==> config.mk <==
export PLATFORM = sky130hd
export DESIGN_NAME = lr35902_rdata_return
export DESIGN_NICKNAME = d
export VERILOG_FILES = /design/src/rtl/lr35902_pkg.sv /design/src/rtl/lr35902_region_enc.sv /design/src/rtl/lr35902_rdata_return.sv
export SDC_FILE = /design/constraint.sdc
export NUM_CORES = 1
export LEC_CHECK = 0
export CORE_MARGIN = 3
export CORE_UTILIZATION = 36
export CTS_BUF_LIST = sky130_fd_sc_hd__clkbuf_4 sky130_fd_sc_hd__clkbuf_8
export CTS_CLUSTER_SIZE = 8
export DETAILED_ROUTE_END_ITERATION = 10
export PLACE_DENSITY = 0.8
export SYNTH_ARGS = -nofsm -noshare
export SYNTH_HDL_FRONTEND = slang
export SYNTH_SLANG_ARGS = --single-unit
==> constraint.sdc <==
create_clock -name clk -period 1.9 [get_ports clk]
set_clock_uncertainty 0.05 [all_clocks]
set_input_delay 0.38 -clock clk [delete_from_list [all_inputs] [get_ports clk]]
set_output_delay 0.38 -clock clk [all_outputs]
set_load 0.01 [all_outputs]
==> src/rtl/lr35902_pkg.sv <==
// Shared types and constants for the LR35902 bus read-return path.
//   region_t : target region selected by the address decoder (REG_NONE = unmapped)
//   state_t  : read-return FSM states
//   OPEN_BUS_DEFAULT : byte returned for unmapped or locked reads
package lr35902_pkg;

  typedef enum logic [2:0] {
    REG_NONE,
    REG_BROM,
    REG_ROM,
    REG_XRAM,
    REG_VRAM,
    REG_WRAM,
    REG_OAM,
    REG_IO
  } region_t;

  typedef enum logic [1:0] {
    ST_IDLE,
    ST_WAIT,
    ST_DONE
  } state_t;

  localparam logic [7:0] OPEN_BUS_DEFAULT = 8'hff;
  localparam int unsigned CNT_W = 3;

endpackage

==> src/rtl/lr35902_region_enc.sv <==
// Combinational priority encoder from the decoder's chip selects to a region.
// Priority when several selects are high: brom > rom > xram > vram > oam > io > wram.
// Ports:
//   cs_brom .. cs_io : chip selects from the address decoder
//   region           : encoded region, REG_NONE when no select is high
module lr35902_region_enc
  import lr35902_pkg::*;
(
  input  logic    cs_brom,
  input  logic    cs_rom,
  input  logic    cs_xram,
  input  logic    cs_vram,
  input  logic    cs_wram,
  input  logic    cs_oam,
  input  logic    cs_io,
  output region_t region
);

  always_comb begin
    region = REG_NONE;
    if (cs_brom)      region = REG_BROM;
    else if (cs_rom)  region = REG_ROM;
    else if (cs_xram) region = REG_XRAM;
    else if (cs_vram) region = REG_VRAM;
    else if (cs_oam)  region = REG_OAM;
    else if (cs_io)   region = REG_IO;
    else if (cs_wram) region = REG_WRAM;
  end

endmodule

==> src/rtl/lr35902_rdata_return.sv <==
// Read-data return path: applies per-region wait states, steers the selected
// target's byte to the CPU, and substitutes OPEN_BUS for unmapped or
// PPU-locked reads.
// Ports:
//   clk, reset_n        : system clock, synchronous active-low reset
//   rd_stb              : one-cycle read request, cs_* valid in the same cycle
//   cs_* / d_*          : per-target chip select and read data
//   vram_lock, oam_lock : PPU/DMA ownership of VRAM / OAM
//   rdata               : returned byte, held until the next rd_ack
//   rd_ack              : one-cycle pulse, rdata valid from this cycle
//   busy                : wait states in progress, rd_stb ignored
//
// state   | meaning
// IDLE    | no transaction; accepts rd_stb
// WAIT    | counting down wait states; busy=1
// DONE    | ack cycle; rdata valid, busy=0, accepts a back-to-back rd_stb
//
// Data and locks are captured on the edge that enters DONE, i.e. during the
// final wait cycle (the rd_stb cycle itself when the region has no wait states).
module lr35902_rdata_return
  import lr35902_pkg::*;
#(
  parameter int unsigned WS_BROM  = 0,
  parameter int unsigned WS_ROM   = 1,
  parameter int unsigned WS_XRAM  = 1,
  parameter int unsigned WS_VRAM  = 0,
  parameter int unsigned WS_WRAM  = 0,
  parameter int unsigned WS_OAM   = 0,
  parameter int unsigned WS_IO    = 0,
  parameter logic [7:0]  OPEN_BUS = OPEN_BUS_DEFAULT
) (
  input  logic       clk,
  input  logic       reset_n,
  input  logic       rd_stb,
  input  logic       cs_brom,
  input  logic       cs_rom,
  input  logic       cs_xram,
  input  logic       cs_vram,
  input  logic       cs_wram,
  input  logic       cs_oam,
  input  logic       cs_io,
  input  logic [7:0] d_brom,
  input  logic [7:0] d_rom,
  input  logic [7:0] d_xram,
  input  logic [7:0] d_vram,
  input  logic [7:0] d_wram,
  input  logic [7:0] d_oam,
  input  logic [7:0] d_io,
  input  logic       vram_lock,
  input  logic       oam_lock,
  output logic [7:0] rdata,
  output logic       rd_ack,
  output logic       busy
);

  if (WS_BROM > 7 || WS_ROM > 7 || WS_XRAM > 7 || WS_VRAM > 7 ||
      WS_WRAM > 7 || WS_OAM > 7 || WS_IO > 7) begin : g_ws_range
    $error("lr35902_rdata_return: wait-state parameters must be 0..7");
  end

  localparam logic [CNT_W-1:0] WS_BROM_C = WS_BROM[CNT_W-1:0];
  localparam logic [CNT_W-1:0] WS_ROM_C  = WS_ROM[CNT_W-1:0];
  localparam logic [CNT_W-1:0] WS_XRAM_C = WS_XRAM[CNT_W-1:0];
  localparam logic [CNT_W-1:0] WS_VRAM_C = WS_VRAM[CNT_W-1:0];
  localparam logic [CNT_W-1:0] WS_WRAM_C = WS_WRAM[CNT_W-1:0];
  localparam logic [CNT_W-1:0] WS_OAM_C  = WS_OAM[CNT_W-1:0];
  localparam logic [CNT_W-1:0] WS_IO_C   = WS_IO[CNT_W-1:0];

  state_t           state_q, state_d;
  region_t          region_q, region_d;
  region_t          enc_region;
  region_t          cap_region;
  logic [CNT_W-1:0] cnt_q, cnt_d;
  logic [CNT_W-1:0] ws_sel;
  logic [7:0]       rdata_q;
  logic [7:0]       sel_data;
  logic             capture;
  logic             accept;

  lr35902_region_enc u_region_enc (
    .cs_brom (cs_brom),
    .cs_rom  (cs_rom),
    .cs_xram (cs_xram),
    .cs_vram (cs_vram),
    .cs_wram (cs_wram),
    .cs_oam  (cs_oam),
    .cs_io   (cs_io),
    .region  (enc_region)
  );

  always_comb begin
    ws_sel = '0;
    case (enc_region)
      REG_BROM: ws_sel = WS_BROM_C;
      REG_ROM:  ws_sel = WS_ROM_C;
      REG_XRAM: ws_sel = WS_XRAM_C;
      REG_VRAM: ws_sel = WS_VRAM_C;
      REG_WRAM: ws_sel = WS_WRAM_C;
      REG_OAM:  ws_sel = WS_OAM_C;
      REG_IO:   ws_sel = WS_IO_C;
      default:  ws_sel = '0;
    endcase
  end

  // A zero-wait read captures in its own rd_stb cycle, before region_q is loaded.
  assign accept     = rd_stb && (state_q != ST_WAIT);
  assign cap_region = accept ? enc_region : region_q;

  always_comb begin
    sel_data = OPEN_BUS;
    case (cap_region)
      REG_BROM: sel_data = d_brom;
      REG_ROM:  sel_data = d_rom;
      REG_XRAM: sel_data = d_xram;
      REG_VRAM: sel_data = vram_lock ? OPEN_BUS : d_vram;
      REG_WRAM: sel_data = d_wram;
      REG_OAM:  sel_data = oam_lock ? OPEN_BUS : d_oam;
      REG_IO:   sel_data = d_io;
      default:  sel_data = OPEN_BUS;
    endcase
  end

  always_comb begin
    state_d  = state_q;
    region_d = region_q;
    cnt_d    = cnt_q;
    capture  = 1'b0;
    case (state_q)
      ST_IDLE, ST_DONE: begin
        state_d = ST_IDLE;
        if (rd_stb) begin
          region_d = enc_region;
          cnt_d    = ws_sel;
          if (ws_sel == '0) begin
            state_d = ST_DONE;
            capture = 1'b1;
          end else begin
            state_d = ST_WAIT;
          end
        end
      end
      ST_WAIT: begin
        cnt_d = cnt_q - 1'b1;
        if (cnt_q == CNT_W'(1)) begin
          state_d = ST_DONE;
          capture = 1'b1;
        end
      end
      default: state_d = ST_IDLE;
    endcase
  end

  always_ff @(posedge clk) begin
    if (!reset_n) begin
      state_q  <= ST_IDLE;
      region_q <= REG_NONE;
      cnt_q    <= '0;
      rdata_q  <= OPEN_BUS;
    end else begin
      state_q  <= state_d;
      region_q <= region_d;
      cnt_q    <= cnt_d;
      if (capture) rdata_q <= sel_data;
    end
  end

  assign rdata  = rdata_q;
  assign rd_ack = (state_q == ST_DONE);
  assign busy   = (state_q == ST_WAIT);

endmodule
==> parameters.txt <==
Parameter                              Value

Final layout
  Register area    323 µm²
  Non-Filler Instances    349
  Total number of nets in the final design    374
  Synth-to-layout area growth    103%
  Post-Layout Inst Area    2760 µm²
  Area taken by multi-input logic gates    1130 µm²
  Antenna diode instance count    0
  Proportion of layout cells with a drive suffix above 1    34.3%
  Number of inserted filler cells in the final layout    218

Pwr
  Switching power    0.000439 W
  Power share of the sequential group    28.1%
  Maximum vdd ir drop    452 µV
  Switching part of the total    32.4%
  PwrDens    491 nW/µm²
  Gate power share    47.9%
  Fraction of power consumed by the clock network    23.9%
  Internal Pwr Total    0.000917 W
  Leakage power    1.11 nW

Floorplanning
  Die width    67.5 µm
  Die area    4560 µm²
  Die boundary height    67.5 µm
  Boundary pin count    78
  Std-Cell Rows    21
  Core outline area    3490 µm²
  Initial Utilization    39.0%

Timing
  Slew at the pin closest to its max-slew limit    427 ps
  Smallest hold slack    445 ps
  Tightest slew margin relative to the limit    71.4%
  Count of endpoints failing setup in the final report    4
  Minimum setup slack in the final design    -97.9 ps
  Setup repair after global routing missed its margin    yes
  Count of endpoints failing hold in the final timing report    0
  Max Slew Vio Count    0
  Fmax    501 MHz
  Minimum clock period    2000 ps
  Fraction of the cycle the final worst path needs    105%

Global route
  Sum of overflow across all layers after global routing    0
  Maximum number of pins on one net before global-route repair    10
  Total routing resource utilization after global routing    24.9%
  Antenna violations before repair    0
  Vias in the first global route    1965
  Global-route wire length before repair    8710 µm

Synth
  Gate count after technology mapping    178
  Number of synthesized register bits    16
  Register area share after synthesis    23.5%
  Synth Cell Area    1360 µm²
  Number of library cell types mapped by synthesis    44
  Ys Warns    0
  Synthesized net count    248
  Avg Synthesized Cell Area    7.65 µm²

Routing
  Post-detailed-routing wire length    6180 µm
  Initial DRC count    169
  Via count    1949
  Antenna-violating nets left    0
  Routed vias/inst    5.58
  Routed wire length per instance    17.7 µm
  Remaining routing DRC violations    0
  Number of iterations in the first detailed-routing pass    4

Clock network
  CTS tree    yes
  Clock Sink Count    16
  Clock latency reported for the late side of the worst-skew pair    260 ps
  Number of CTS-inserted buffers    3
  Clock Tree Root    clkbuf_8
  # H-tree levels    1
  Clock Path Buffers    2
  Clock-pin slew on the worst setup and hold paths    80 ps

Worst setup path
  Critical path type    reg2reg
  CP Capture Point    rdata[7]
  Worst endpoint required time    2000 ps
  Cell-by-cell trace of the critical path    nand2b_4 > inv_6 > or3_4 > o211a_4 > mux2i_4 > o221ai_2 > o32a_1
  Internal reg-to-reg setup slack    -100 ps
  CP max stage cell    o32a_1
  Number of cell instances on the worst register-to-register path    7
  Critical path peak fanout    5
  Delay of the slowest critical-path stage    380 ps
  Sort of element at the start of the critical path    flip-flop
  Endpoint class of the critical path    flip-flop
  Reg-to-Reg End    rdata[7]
  Arrival time reported for the critical path endpoint    2100 ps
  Beginning of the worst register-to-register path    state_q[1]
  Source of the critical timing path    state_q[1]

Place
  Total half-perimeter wirelength after legalization and detailed placement    3990 µm
  Cell count after placement    332
  Weighted congestion at the end of routability-driven global placement    0.861
  Count of input and output buffers    77
  Pre-CTS setup slack    -655 ps
  Placement-stage cell area    2450 µm²

Job
  Number of max-cap violations    0

Status
  Run status    finished with violations
  Violations in the final reports    negative setup slack

Worst hold path
  Class of the most critical hold timing path    reg2reg
state kept, by name, summed over array words and instances, names as in the netlist:
signal    flops
cnt_q         3
region_q      3
state_q       2
rdata         8
cell families (layout without fill, tap and decap cells):
group / after synthesis / after routing / synth area share (%)
multiplexers: 8 / 9 / 6.25
AO/OA/AOI/OAI: 76 / 76 / 38.1
buffers and inverters: 14 / 138 / 6.53
flip-flops: 16 / 16 / 23.5
AND/OR/NAND/NOR: 62 / 62 / 23.8
adder cells (fa/ha/maj): 2 / 2 / 1.84
power groups by stage:
stage / clock (W) / combinational (W) / sequential (W)
after floorplan: 0 / 0.000232 / 0.000389
after global placement: 0 / 0.000543 / 0.000385
after detailed placement: 0 / 0.000549 / 0.000386
after CTS: 0.000323 / 0.000595 / 0.000379
after global routing: 0.000345 / 0.000690 / 0.000384
final: 0.000324 / 0.000650 / 0.000381
cell type report:
class	instances	area share [%]
Timing Repair Buffer	128	42.2
Multi-Input combinational cell	149	41.0
Sequential cell	16	11.7
Tap cell	46	2.09
Clock buffer	4	1.99
Inverter	6	0.997
layer usage:
layer | vias up | global-route usage (%) | part of all wire [%]
li1 | 930 | - | -
met1 | 902 | 29.3 | 39
met2 | 89 | 44.8 | 52
met3 | 28 | 3.83 | 6.0
met4 | 0 | 9.62 | 3.8
met5 | - | 0 | 0
through the flow:
step	total power [W]	utilization (%)	TNS, ps
after floorplan	0.000621	-	-256
after global placement	0.000928	70.0	-4340
after CTS	0.00130	76.3	-100
after detailed placement	0.000934	70.0	-4620
after global routing	0.00142	79.0	-556
final	0.00136	79.0	-144
Yosys cell counts, drive strengths merged:
cell type	count	area [µm²]
a22o	1	8.76
nor4	1	6.26
or2	1	6.26
nand2	19	71.3
mux2	1	15.0
o21ai	23	119
o32a	5	50.1
nor3b	1	7.51
nor3	12	60.1
a21bo	1	10.0
ha	2	25.0
o21bai	1	7.51
o211ai	4	30.0
nand2b	2	20.0
and3	1	6.26
nor2	12	68.8
nand3	7	35.0
inv	6	27.5
dfxtp	16	320
a21oi	18	97.6
or3	1	11.3
buf	8	61.3
o221ai	2	17.5
o22a	2	17.5
o21a	3	22.5
o31a	1	8.76
a21boi	2	15.0
a211oi	1	7.51
o211a	1	17.5
nor2b	5	31.3
a221oi	3	38.8
a31oi	8	50.1
mux2i	7	70.1
how the worst min path moves through the flow:
stage | start | endpoint | slack (ps) | cells after the start
2_1_floorplan | cnt_q[1] | cnt_q[1] | 430 | 2
3_3_place_gp | rdata[3] | rdata[3] | 400 | 1
3_5_place_dp | rdata[7] | rdata[7] | 420 | 1
4_1_cts | rdata[3] | rdata[3] | 440 | 1
5_1_grt | rdata[0] | rdata[0] | 460 | 1
6_report | rdata[2] | rdata[2] | 440 | 2
placed cells by master (no fill, tap or decap), types with 7 or more instances in the layout:
cell type,n
buf_6,7
dfxtp_1,14
a21oi_1,14
o21ai_0,16
clkdlybuf4s50_1,67
a31oi_1,8
nand2_1,16
nor2_1,8
nor3_1,8
buf_4,45
timing repair:
action | in CTS | in global routing
pin swaps | 18 | 12
buffers inserted | 9 | 3
hold buffers | 0 | 0
resized for setup | 43 | 27
setup endpoints to repair | 8 | 9
gates cloned | 1 | 0
critical path, delay by kind of cell (launching register included):
| family | cells | cell delay (ps) |
|---|---|---|
| compound gates | 3 | 810 |
| simple gates | 2 | 470 |
| flops | 1 | 330 |
| mux | 1 | 190 |
| buf+inv | 1 | 50 |
Note: power is estimated with default switching activity, not from simulation.
